`config.mk`:
```
export PLATFORM = sky130hd
export DESIGN_NAME = da_amplitude_bank
export DESIGN_NICKNAME = d
export VERILOG_FILES = /design/src/rtl/da_amp_pkg.sv /design/src/rtl/da_ramp_ch.sv /design/src/rtl/da_amplitude_bank.sv
export SDC_FILE = /design/constraint.sdc
export NUM_CORES = 1
export LEC_CHECK = 0
export ABC_CLOCK_PERIOD_IN_PS = 3200
export CAP_MARGIN = 20
export CORE_ASPECT_RATIO = 0.6
export CORE_MARGIN = 2
export CORE_UTILIZATION = 43
export DETAILED_ROUTE_END_ITERATION = 8
export PLACE_DENSITY = 0.7
export SYNTH_ARGS = -nofsm -noshare
export SYNTH_HDL_FRONTEND = slang
export SYNTH_SLANG_ARGS = --single-unit
```
`constraint.sdc`:
```
create_clock -name CLK -period 3.2 [get_ports CLK]
set_input_delay 0.32 -clock CLK [delete_from_list [all_inputs] [get_ports CLK]]
set_output_delay 0.32 -clock CLK [all_outputs]
set_load 0.01 [all_outputs]
```
`src/rtl/da_amp_pkg.sv`:
```
// rtl/da_amp_pkg.sv - shared constants for the DAC amplitude register bank
package da_amp_pkg;

  // CTRL register bit positions (write view)
  localparam int CTRL_COMMIT_BIT = 0;
  localparam int CTRL_AUTO_BIT   = 1;

  // Register offsets added to NUM_CH, relative to BASE_ADDR
  localparam int CTRL_OFS = 0;
  localparam int STEP_OFS = 1;
  localparam int DIV_OFS  = 2;

  // Reset values of the ramp configuration registers
  localparam int STEP_RST = 1;
  localparam int DIV_RST  = 0;

  // Depth of the bus qualifier synchronisers
  localparam int SYNC_DEPTH = 2;

endpackage

```
`src/rtl/da_ramp_ch.sv`:
```
// rtl/da_ramp_ch.sv - one DAC channel output register with optional slew limiting (DA_RAMP_EN)
module da_ramp_ch #(
  parameter int DW = 12
) (
  input  logic          CLK,
  input  logic          RST,
  input  logic          tick,
  input  logic [DW-1:0] step,
  input  logic [DW-1:0] target,
  output logic [DW-1:0] out,
  output logic          busy
);

  logic [DW-1:0] out_q, out_d;
  logic          busy_q, busy_d;

`ifdef DA_RAMP_EN
  logic [DW-1:0] diff;
  logic [DW-1:0] delta;

  // Move toward target by min(step, distance); step of zero jumps straight there
  always_comb begin
    diff   = (target >= out_q) ? (target - out_q) : (out_q - target);
    delta  = (step > diff) ? diff : step;
    out_d  = out_q;
    busy_d = (out_q != target);
    if (step == '0) begin
      out_d = target;
    end else if (tick) begin
      out_d = (target >= out_q) ? (out_q + delta) : (out_q - delta);
    end
  end
`else
  logic unused_ramp;
  assign unused_ramp = tick ^ (^step);

  // Without slew limiting the output simply follows the target one cycle later
  always_comb begin
    out_d  = target;
    busy_d = 1'b0;
  end
`endif

  // Output and busy registers, cleared immediately on reset
  always_ff @(posedge CLK or posedge RST) begin
    if (RST) begin
      out_q  <= '0;
      busy_q <= 1'b0;
    end else begin
      out_q  <= out_d;
      busy_q <= busy_d;
    end
  end

  assign out  = out_q;
  assign busy = busy_q;

endmodule

```
`src/rtl/da_amplitude_bank.sv`:
```
// rtl/da_amplitude_bank.sv - DAC amplitude register bank with shadow/commit and optional ramping (DA_RAMP_EN)
module da_amplitude_bank
  import da_amp_pkg::*;
#(
  parameter int          NUM_CH    = 2,
  parameter int          DW        = 12,
  parameter logic [15:0] BASE_ADDR = 16'h000E,
  parameter logic [15:0] CTRL_ADDR = BASE_ADDR + 16'(NUM_CH + CTRL_OFS),
  parameter logic [15:0] STEP_ADDR = BASE_ADDR + 16'(NUM_CH + STEP_OFS),
  parameter logic [15:0] DIV_ADDR  = BASE_ADDR + 16'(NUM_CH + DIV_OFS)
) (
  input  logic                 CLK,
  input  logic                 RST,
  input  logic                 CS,
  input  logic                 WR_EN,
  input  logic                 RD_EN,
  input  logic [15:0]          ADDR,
  input  logic [15:0]          DATA_in,
  output logic [15:0]          DATA_out,
  output logic [NUM_CH*DW-1:0] DA_OUT,
  output logic                 BUSY
);

  logic                  wq, rq;
  logic [SYNC_DEPTH-1:0] wq_sync_q, wq_sync_d, rq_sync_q, rq_sync_d;
  logic                  wq_last_q, wq_last_d;
  logic                  wr_pulse_q, wr_pulse_d;
  logic [15:0]           data_out_q, data_out_d, rd_data;
  logic                  auto_q, auto_d;
  logic [DW-1:0]         shadow_q [NUM_CH];
  logic [DW-1:0]         shadow_d [NUM_CH];
  logic [DW-1:0]         target_q [NUM_CH];
  logic [DW-1:0]         target_d [NUM_CH];
  logic [DW-1:0]         ch_out   [NUM_CH];
  logic [NUM_CH-1:0]     ch_busy;
  logic                  tick;
  logic [DW-1:0]         step_w;
  logic                  unused_data_in;

  assign wq = ~CS & WR_EN;
  assign rq = ~CS & RD_EN;
  assign unused_data_in = ^DATA_in;

  // Qualifier synchronisers; a write is the registered rising edge of the synced strobe
  always_comb begin
    wq_sync_d  = {wq_sync_q[SYNC_DEPTH-2:0], wq};
    rq_sync_d  = {rq_sync_q[SYNC_DEPTH-2:0], rq};
    wq_last_d  = wq_sync_q[SYNC_DEPTH-1];
    wr_pulse_d = wq_sync_q[SYNC_DEPTH-1] & ~wq_last_q;
  end

`ifdef DA_RAMP_EN
  logic [DW-1:0] step_q, step_d;
  logic [15:0]   div_q, div_d, div_cnt_q, div_cnt_d;

  // Free-running tick divider; >= lets a shrunk DIV take effect without a long wrap
  always_comb begin
    tick      = (div_cnt_q >= div_q);
    div_cnt_d = tick ? 16'd0 : (div_cnt_q + 16'd1);
  end

  // Ramp configuration registers
  always_ff @(posedge CLK or posedge RST) begin
    if (RST) begin
      step_q    <= DW'(STEP_RST);
      div_q     <= 16'(DIV_RST);
      div_cnt_q <= '0;
    end else begin
      step_q    <= step_d;
      div_q     <= div_d;
      div_cnt_q <= div_cnt_d;
    end
  end

  assign step_w = step_q;
`else
  assign tick   = 1'b0;
  assign step_w = '0;
`endif

  // Register write decode: shadows, AUTO, commit into targets, ramp settings
  always_comb begin
    shadow_d = shadow_q;
    target_d = target_q;
    auto_d   = auto_q;
`ifdef DA_RAMP_EN
    step_d   = step_q;
    div_d    = div_q;
`endif
    if (wr_pulse_q) begin
      for (int i = 0; i < NUM_CH; i++) begin
        if (ADDR == BASE_ADDR + 16'(i)) begin
          shadow_d[i] = DATA_in[DW-1:0];
          if (auto_q) target_d[i] = DATA_in[DW-1:0];
        end
      end
      if (ADDR == CTRL_ADDR) begin
        auto_d = DATA_in[CTRL_AUTO_BIT];
        if (DATA_in[CTRL_COMMIT_BIT]) target_d = shadow_q;
      end
`ifdef DA_RAMP_EN
      if (ADDR == STEP_ADDR) step_d = DATA_in[DW-1:0];
      if (ADDR == DIV_ADDR)  div_d  = DATA_in;
`endif
    end
  end

  // Readback mux; DATA_out tracks it only while the synced read qualifier is high
  always_comb begin
    rd_data = '0;
    for (int i = 0; i < NUM_CH; i++) begin
      if (ADDR == BASE_ADDR + 16'(i)) rd_data = 16'(ch_out[i]);
    end
    if (ADDR == CTRL_ADDR) rd_data = {14'b0, BUSY, auto_q};
`ifdef DA_RAMP_EN
    if (ADDR == STEP_ADDR) rd_data = 16'(step_q);
    if (ADDR == DIV_ADDR)  rd_data = div_q;
`else
    if (ADDR == STEP_ADDR || ADDR == DIV_ADDR) rd_data = '0;
`endif
    data_out_d = rq_sync_q[SYNC_DEPTH-1] ? rd_data : data_out_q;
  end

  // Bus-side state registers
  always_ff @(posedge CLK or posedge RST) begin
    if (RST) begin
      wq_sync_q  <= '0;
      rq_sync_q  <= '0;
      wq_last_q  <= 1'b0;
      wr_pulse_q <= 1'b0;
      data_out_q <= '0;
      auto_q     <= 1'b0;
      for (int i = 0; i < NUM_CH; i++) begin
        shadow_q[i] <= '0;
        target_q[i] <= '0;
      end
    end else begin
      wq_sync_q  <= wq_sync_d;
      rq_sync_q  <= rq_sync_d;
      wq_last_q  <= wq_last_d;
      wr_pulse_q <= wr_pulse_d;
      data_out_q <= data_out_d;
      auto_q     <= auto_d;
      shadow_q   <= shadow_d;
      target_q   <= target_d;
    end
  end

  for (genvar g = 0; g < NUM_CH; g++) begin : g_ch
    da_ramp_ch #(.DW(DW)) u_ch (
      .CLK    (CLK),
      .RST    (RST),
      .tick   (tick),
      .step   (step_w),
      .target (target_q[g]),
      .out    (ch_out[g]),
      .busy   (ch_busy[g])
    );
    assign DA_OUT[g*DW +: DW] = ch_out[g];
  end

  assign BUSY     = |ch_busy;
  assign DATA_out = data_out_q;

endmodule

```
# Yosys cells after proc, flatten, opt, wreduce, memory -nomap -nowiden
# Cells that the tools add are included.
# totals
reg_bits	95
out_inout_bits	41
elab_cells	36
# op_classes
n_eq_ne	5
n_mux	10
n_bitwise	5
n_reduce_logical	4
# ops
cell	n
12-bit 2-to-1 mux	5
16-bit by 5-bit equality test with 1-bit output (second input constant)	3
16-bit 2-to-1 mux	3
24-bit 2-to-1 mux	2
16-bit by 4-bit equality test with 1-bit output (second input constant)	2
2-bit AND reduction	3
1-bit bitwise AND	3
1-bit inverter	2
1-bit logical OR	1

# Longest topological paths before layout
# Gate-level depths: netlist of the first run.
# logic_depth
ltp_word	5
depth_mapped	7
ltp_nobuf	5

# Modules after synthesis
# Synthesis of the first run repeated with hierarchy kept, for this count alone.
# unflattened
cells_unflattened	295
hier_area_um2	3637.2
# by_module_without_submodules
module	n_inst	cells_per_inst	area_each_um2	seq_area_each_um2
da_amplitude_bank	1	265	3006.6	1676.6
da_ramp_ch	2	15	315.3	300.3

# Worst setup path after synthesis of the first run
# OpenSTA, ideal clock, no wires.
# synth_path
path_kind	input-to-reg
from	input ADDR[11]
to	register target_q[11] (netlist name)
setup_time_ns	0.118
t_arrival_ns	1.713
slack_ns	1.369
cell_stages	6
n_path_buf	1
path_cell_list	nor3_1 -> nand3_4 -> nor4_4 -> nor2_2 -> buf_2 -> a21o_1
# synth_via
elab_chain_len	4
# synth_rtl
item	line	rtl
start, declared	da_amplitude_bank.sv:17	input logic [15:0] ADDR,
16-bit by 4-bit equality test with 1-bit output	da_amplitude_bank.sv:92	if (ADDR == BASE_ADDR + 16'(i)) begin
12-bit 2-to-1 mux	da_amplitude_bank.sv:92	
24-bit 2-to-1 mux	da_amplitude_bank.sv:99	if (DATA_in[CTRL_COMMIT_BIT]) target_d = shadow_q;
24-bit 2-to-1 mux (*)	da_amplitude_bank.sv:97	if (ADDR == CTRL_ADDR) begin
end signal, assigned	da_amplitude_bank.sv:145	target_q <= target_d;
end, declared	da_amplitude_bank.sv:32	logic [DW-1:0] target_q [NUM_CH];
# Every way passes the cells marked *; elsewhere a longest branch is shown, timed or not.
# A chain may end at the register's enable or synchronous reset.

# Worst setup path in the final report of the first run
# layout_path
from	input ADDR[14]
to	register target_q[15] (netlist name)
# Same word-level chain as after synthesis.

==> results of run 1 <==
==> cells in the mapped netlist <==
| library cell | instances |
|---|---|
| a22o_1 | 22 |
| nand3_1 | 1 |
| buf_2 | 3 |
| mux2_2 | 25 |
| nor2_1 | 1 |
| nor3_2 | 3 |
| o21ai_0 | 1 |
| nor2_2 | 2 |
| nor3_1 | 3 |
| o211ai_1 | 1 |
| nand3_4 | 1 |
| nand2_1 | 6 |
| a211oi_2 | 2 |
| or3_1 | 1 |
| clkbuf_1 | 5 |
| o32ai_1 | 1 |
| and4b_1 | 1 |
| nor3b_1 | 1 |
| conb_1 | 1 |
| buf_4 | 7 |
| and3_1 | 1 |
| dfrtp_1 | 91 |
| a22oi_1 | 1 |
| nand4_1 | 1 |
| mux2i_1 | 11 |
| o22ai_1 | 11 |
| nand2b_1 | 1 |
| buf_6 | 2 |
| a21o_1 | 22 |
| nor4_4 | 3 |
| nor2b_1 | 5 |
| inv_1 | 15 |
==> cell families (layout without fill, tap and decap cells) <==
kind of cell | count (synthesis) | in the layout | share of synthesized area
other | 1 | 5 | 0.001053
and+or+nand+nor | 31 | 31 | 0.06849
DFF | 91 | 91 | 0.6393
muxes | 36 | 36 | 0.1099
buffers and inverters | 32 | 110 | 0.04636
AOI/OAI and AO/OA | 61 | 61 | 0.1349
==> layout by cell type, fill, tap and decap left out, types with 2 or more instances in the layout <==
| cell | Yosys | routed |
|---|---|---|
| nor3_2 | 3 | 3 |
| conb_1 | 1 | 5 |
| inv_1 | 15 | 14 |
| nor2_2 | 2 | 2 |
| a21o_1 | 22 | 22 |
| clkdlybuf4s50_1 | 0 | 68 |
| buf_4 | 7 | 10 |
| clkinv_4 | 0 | 2 |
| clkbuf_8 | 0 | 3 |
| nor3_1 | 3 | 3 |
| nor2b_1 | 5 | 5 |
| nand2_1 | 6 | 6 |
| a22o_1 | 22 | 22 |
| mux2_2 | 25 | 25 |
| nor4_4 | 3 | 3 |
| o22ai_1 | 11 | 11 |
| mux2i_1 | 11 | 11 |
| dfrtp_1 | 91 | 91 |
| clkbuf_16 | 0 | 9 |
| a211oi_2 | 2 | 2 |
==> worst paths after layout <==
path | from | to
worst max-delay path | ADDR[14] | target_q[15]
worst max register to register | wr_pulse_q | target_q[15]
min in group CLK | wq_sync_q[0] | wq_sync_q[1]
worst min-delay path | RST | DATA_out[2]
max in group asynchronous | RST | shadow_q[16]
worst min register to register | wq_sync_q[0] | wq_sync_q[1]
==> power groups by stage <==
stage	Combinational [W]	Clock (W)	Sequential, W
3_5_place_dp	0.0000977	0	0.00118
6_report	0.0000954	0.00110	0.00116
2_1_floorplan	0.0000415	0	0.00118
4_1_cts	0.0000980	0.00113	0.00116
5_1_grt	0.000106	0.00117	0.00116
3_3_place_gp	0.0000947	0	0.00118
==> metrics by stage <==
stage	setup slack [ns]	cells	instance area, um2	util	hold WS (ns)
after global routing	0.8758	442	4703	0.5920	0.2594
after CTS	0.9986	442	4703	0.5920	0.2411
final	0.9900	442	4703	0.5920	0.2444
after global placement	0.6599	426	4380	0.5513	0.3352
after detailed placement	0.6406	426	4380	0.5513	0.3402
after floorplan	0.5164	256	3577	-	0.3312
==> per-layer routing <==
| layer | share of wire | routed length, um | vias up | global-route usage |
|---|---|---|---|---|
| met4 | 0.012 | 86 | 0 | 0.05364 |
| met3 | 0.070 | 497 | 10 | 0.07285 |
| met1 | 0.52 | 3727 | 1088 | 0.2527 |
| met5 | 0 | 0 | - | 0 |
| li1 | - | - | 1044 | - |
| met2 | 0.39 | 2811 | 65 | 0.2472 |
==> sequential cells by signal, indices dropped and copies added, names as in the netlist <==
signal         flops
wq_last_q          1
shadow_q          24
wq_sync_q          2
DATA_out          12
rq_sync_q          2
g_ch.u_ch.out     24
auto_q             1
wr_pulse_q         1
target_q          24
==> worst reg2reg max path, stage by stage, from the launching register on <==
cell     delay (ns)
dfrtp_1        0.36
inv_1          0.08
nor4_4         0.62
buf_4          0.30
a22o_1         0.23
a21o_1         0.10
==> final cells by class <==
cell class                 instances  area [um2]  share of cell area
sequential                        91        2277              0.4842
multi-input combinational        133        1135              0.2413
timing repair buffer              79       775.7              0.1649
clock buffer                      12       266.5             0.05666
tap                              108       135.1             0.02873
inverter                          15       57.56             0.01224
clock inverter                     4       56.30             0.01197
==> flow_summary.json, run 1 <==
{
  "crit_path_top_delay_cell": "nor4_4",
  "pin_count": 78,
  "via_count": 2207,
  "ff2ff_path_depth": 5,
  "rows": 25,
  "syn_area_um2": 3562,
  "min_path_type": "primary input to asynchronous set/reset pin",
  "grt_setup_unrepaired": "no",
  "critical_path.cell_chain": "clkdlybuf4s50_1, nor4_4, nand3_4, nor4_4, buf_4, a22o_1, a21o_1",
  "vias_per_cell": 4.993,
  "drtIter0Drc": 97,
  "cts_tree": "yes",
  "wl_um": 7123,
  "post-cts-setup-buffers": 0,
  "fmax_mhz": 452.5,
  "finalCriticalPeriod_ns": 2.210,
  "start_util": 0.4483,
  "synth_area_leaders": "dfrtp_1, mux2_2, a22o_1",
  "worstMarginPinSlew_ns": 0.6420,
  "internal_power_w": 0.001873,
  "critical_path_required_ns": 3.48,
  "slew_headroom": 0.5688,
  "wl_per_cell_um": 16.12,
  "clock_latency_ns": 0.34,
  "drive_gt1_frac": 0.1916,
  "drtAntennaViolNets": 0,
  "place_congestion": 0.7993,
  "worst_clock_skew_ns": 0.005905,
  "power_frac_comb": 0.041,
  "synth_top_area_cell": "dfrtp_1",
  "period_share": 0.6906,
  "setup_tns_ns": 0,
  "syn_avg_cell_area_um2": 14.14,
  "ys_types": 32,
  "clkSinkCount": 91,
  "grt_max_degree": 77,
  "first_pass_iters": 4,
  "port_buffers": 68,
  "swShare": 0.2050,
  "critPathKind": "primary input to flop",
  "clkTransAtPathRegs_ns": 0.06,
  "synthCells": 252,
  "critPathCaptureType": "flop",
  "p_per_area_nw_per_um2": 501.0,
  "syn_to_final_growth_pct": 32.03,
  "layout.nets": 366,
  "grt_pass1_vias": 2168,
  "dp_hpwl_um": 5147,
  "drcViolationCount": 0,
  "grtUsageTotal": 0.1766,
  "coreArea_um2": 7945,
  "ys_ff_latch": 91,
  "crit_top_cell": "nor4_4",
  "worst-path-buf-inv": 2,
  "tritoncts.num_buffers": 9,
  "die_h_um": 74.50,
  "status": "completed",
  "overflow": 0,
  "path_max_fanout": 10,
  "seq_area_frac_synth": 0.6393,
  "hold_viol_final": 0,
  "die_w_um": 121.5,
  "pwr-share-seq": 0.492,
  "crit_family": "simple AND/OR/NAND/NOR gates",
  "cp.arrival_ns": 2.49,
  "total_power_w": 0.002357,
  "post_cts_resized": 0,
  "grt_pass1_wl_um": 11570,
  "cap_viol_max_count": 0,
  "cts_hold_buf": 0,
  "htree_levels": 3,
  "power_leakage_nw": 2.359,
  "synth_top_area_frac": 0.6393,
  "clockBufferDepth": 2,
  "clkPwrFrac": 0.468,
  "insertedDiodeCount": 0,
  "p_sw_w": 0.0004831,
  "cp-start-kind": "primary input",
  "r2r_slack_ns": 1.45,
  "die_area_um2": 9052,
  "clockRootBuffer": "clkbuf_16",
  "antenna_found_initial": 0,
  "crit_cells": 7,
  "vdd_drop_max_v": 0.0002716,
  "setup_viol": 0,
  "fillers": 655,
  "max_stage_delay_ns": 0.58,
  "yosysWarnings": 0,
  "drv_slew": 0
}
Power figures use the tool's default switching activity.
==> run 2: changes to the inputs <==
--- a/config.mk
+++ b/config.mk
@@ -5,13 +5,13 @@
 export SDC_FILE = /design/constraint.sdc
 export NUM_CORES = 1
 export LEC_CHECK = 0
-export ABC_CLOCK_PERIOD_IN_PS = 3200
+export ABC_CLOCK_PERIOD_IN_PS = 1800
 export CAP_MARGIN = 20
 export CORE_ASPECT_RATIO = 0.6
 export CORE_MARGIN = 2
 export CORE_UTILIZATION = 43
 export DETAILED_ROUTE_END_ITERATION = 8
-export PLACE_DENSITY = 0.7
+export PLACE_DENSITY = 0.72
 export SYNTH_ARGS = -nofsm -noshare
 export SYNTH_HDL_FRONTEND = slang
 export SYNTH_SLANG_ARGS = --single-unit
==> constraint.sdc (replaced) <==
create_clock -name CLK -period 1.8 [get_ports CLK]
set_input_delay 0.18 -clock CLK [delete_from_list [all_inputs] [get_ports CLK]]
set_output_delay 0.18 -clock CLK [all_outputs]
set_load 0.01 [all_outputs]
==> flow_summary.json, run 2 (same netlist as run 1, synthesis figures left out) <==
{
  "ff2ff_path_depth": 5,
  "drive_gt1_frac": 0.2358,
  "fmax_mhz": 586.5,
  "power_leakage_nw": 2.488,
  "htree_levels": 3,
  "grt_pass1_wl_um": 12050,
  "grt_pass1_vias": 2323,
  "p_per_area_nw_per_um2": 865.0,
  "overflow": 0,
  "setup_viol": 0,
  "slew_headroom": 0.6361,
  "final_area_um2": 4887,
  "place_area_um2": 4523,
  "cp.arrival_ns": 1.94,
  "grtUsageTotal": 0.1816,
  "clock_latency_ns": 0.34,
  "vias_per_cell": 4.926,
  "critPathKind": "primary input to flop",
  "start_util": 0.4483,
  "status": "completed",
  "min_path_type": "primary input to asynchronous set/reset pin",
  "worst_clock_skew_ns": 0.007249,
  "antenna_found_initial": 0,
  "period_share": 0.9472,
  "vdd_drop_max_v": 0.0005095,
  "place_congestion": 0.7727,
  "clockRootBuffer": "clkbuf_16",
  "cp-start-kind": "primary input",
  "clkTransAtPathRegs_ns": 0.06,
  "finalCriticalPeriod_ns": 1.705,
  "pin_count": 78,
  "grt_max_degree": 52,
  "insertedDiodeCount": 0,
  "critPathCaptureType": "flop",
  "port_buffers": 68,
  "clockBufferDepth": 2,
  "tritoncts.num_buffers": 9,
  "clkSinkCount": 91,
  "cap_viol_max_count": 0,
  "drv_slew": 0,
  "drtIter0Drc": 98,
  "rows": 25,
  "coreArea_um2": 7945,
  "cts_tree": "yes",
  "die_area_um2": 9052,
  "die_h_um": 74.50,
  "via_count": 2266,
  "setup_slack_ns": 0.09496,
  "syn_to_final_growth_pct": 37.20,
  "drtAntennaViolNets": 0,
  "critical_path_required_ns": 2.03,
  "first_pass_iters": 4,
  "path_max_fanout": 11,
  "total_power_w": 0.004228,
  "dp_hpwl_um": 5446,
  "hold_viol_final": 0,
  "wl_um": 7397,
  "worstMarginPinSlew_ns": 0.5453,
  "setup_tns_ns": 0,
  "wl_per_cell_um": 16.08,
  "dpl_worst_slack_ns": -0.3736,
  "layout.nets": 384,
  "final_cell_mix": "dfrtp_1, clkdlybuf4s50_1, buf_4",
  "die_w_um": 121.5,
  "fillers": 650,
  "final_common_cell": "dfrtp_1",
  "drcViolationCount": 0
}
run 2: timing repair:
item                       CTS  global route
resized for setup            1             8
setup endpoints to repair    3            36
hold buffers                 0             0
setup buffers                0             1
pin swaps                    0             6
run 2: per-stage QoR:
stage / util / std cells / hold WS (ns)
final: 0.6151 / 460 / 0.2003
after global placement: 0.5693 / 443 / 0.3344
after floorplan: - / 256 / 0.2456
after CTS: 0.6098 / 459 / 0.2093
after global routing: 0.6151 / 460 / 0.2209
after detailed placement: 0.5693 / 443 / 0.3402
run 2: final cells by class:
type                       count  area (um2)  share of cell area
clock inverter                 5       85.08             0.01741
tap                          108       135.1             0.02765
timing repair buffer          97       932.1              0.1907
sequential                    91        2277              0.4659
inverter                      15       60.06             0.01229
multi-input combinational    133        1165              0.2384
clock buffer                  11       232.7             0.04762
run 2: path summary, 6_finish.rpt:
| kind | startpoint | end | slack (ns) |
|---|---|---|---|
| max | ADDR[7] | target_q[19] | 0.09 |
| min | RST | target_q[20] | 0.20 |
| max reg2reg | wr_pulse_q | target_q[19] | 0.35 |
| min reg2reg | wq_sync_q[0] | wq_sync_q[1] | 0.35 |
| max in group asynchronous | RST | DATA_out[9] | 0.97 |
| min in group CLK | ADDR[5] | DATA_out[0] | 0.31 |
run 2: worst max-delay path: stages:
cell	delay, ns
clkdlybuf4s50_1	0.45
nor4_4	0.34
nand3_4	0.18
nor4_4	0.33
buf_4	0.19
nor2_4	0.07
a21o_1	0.18
run 2: metal layers:
metal  track usage  up-vias  wire length, um
li1              -     1084                -
met1        0.2642     1108             3776
met2        0.2597       66             3035
met3       0.07055        8              501
met4       0.04087        0               85
met5             0        -                0
run 2: power by group:
group | internal, W | switching, W | total [W]
combinational | 0.0000933 | 0.000102 | 0.000195
sequential | 0.00205 | 0.00000255 | 0.00205
clock | 0.00123 | 0.000752 | 0.00198
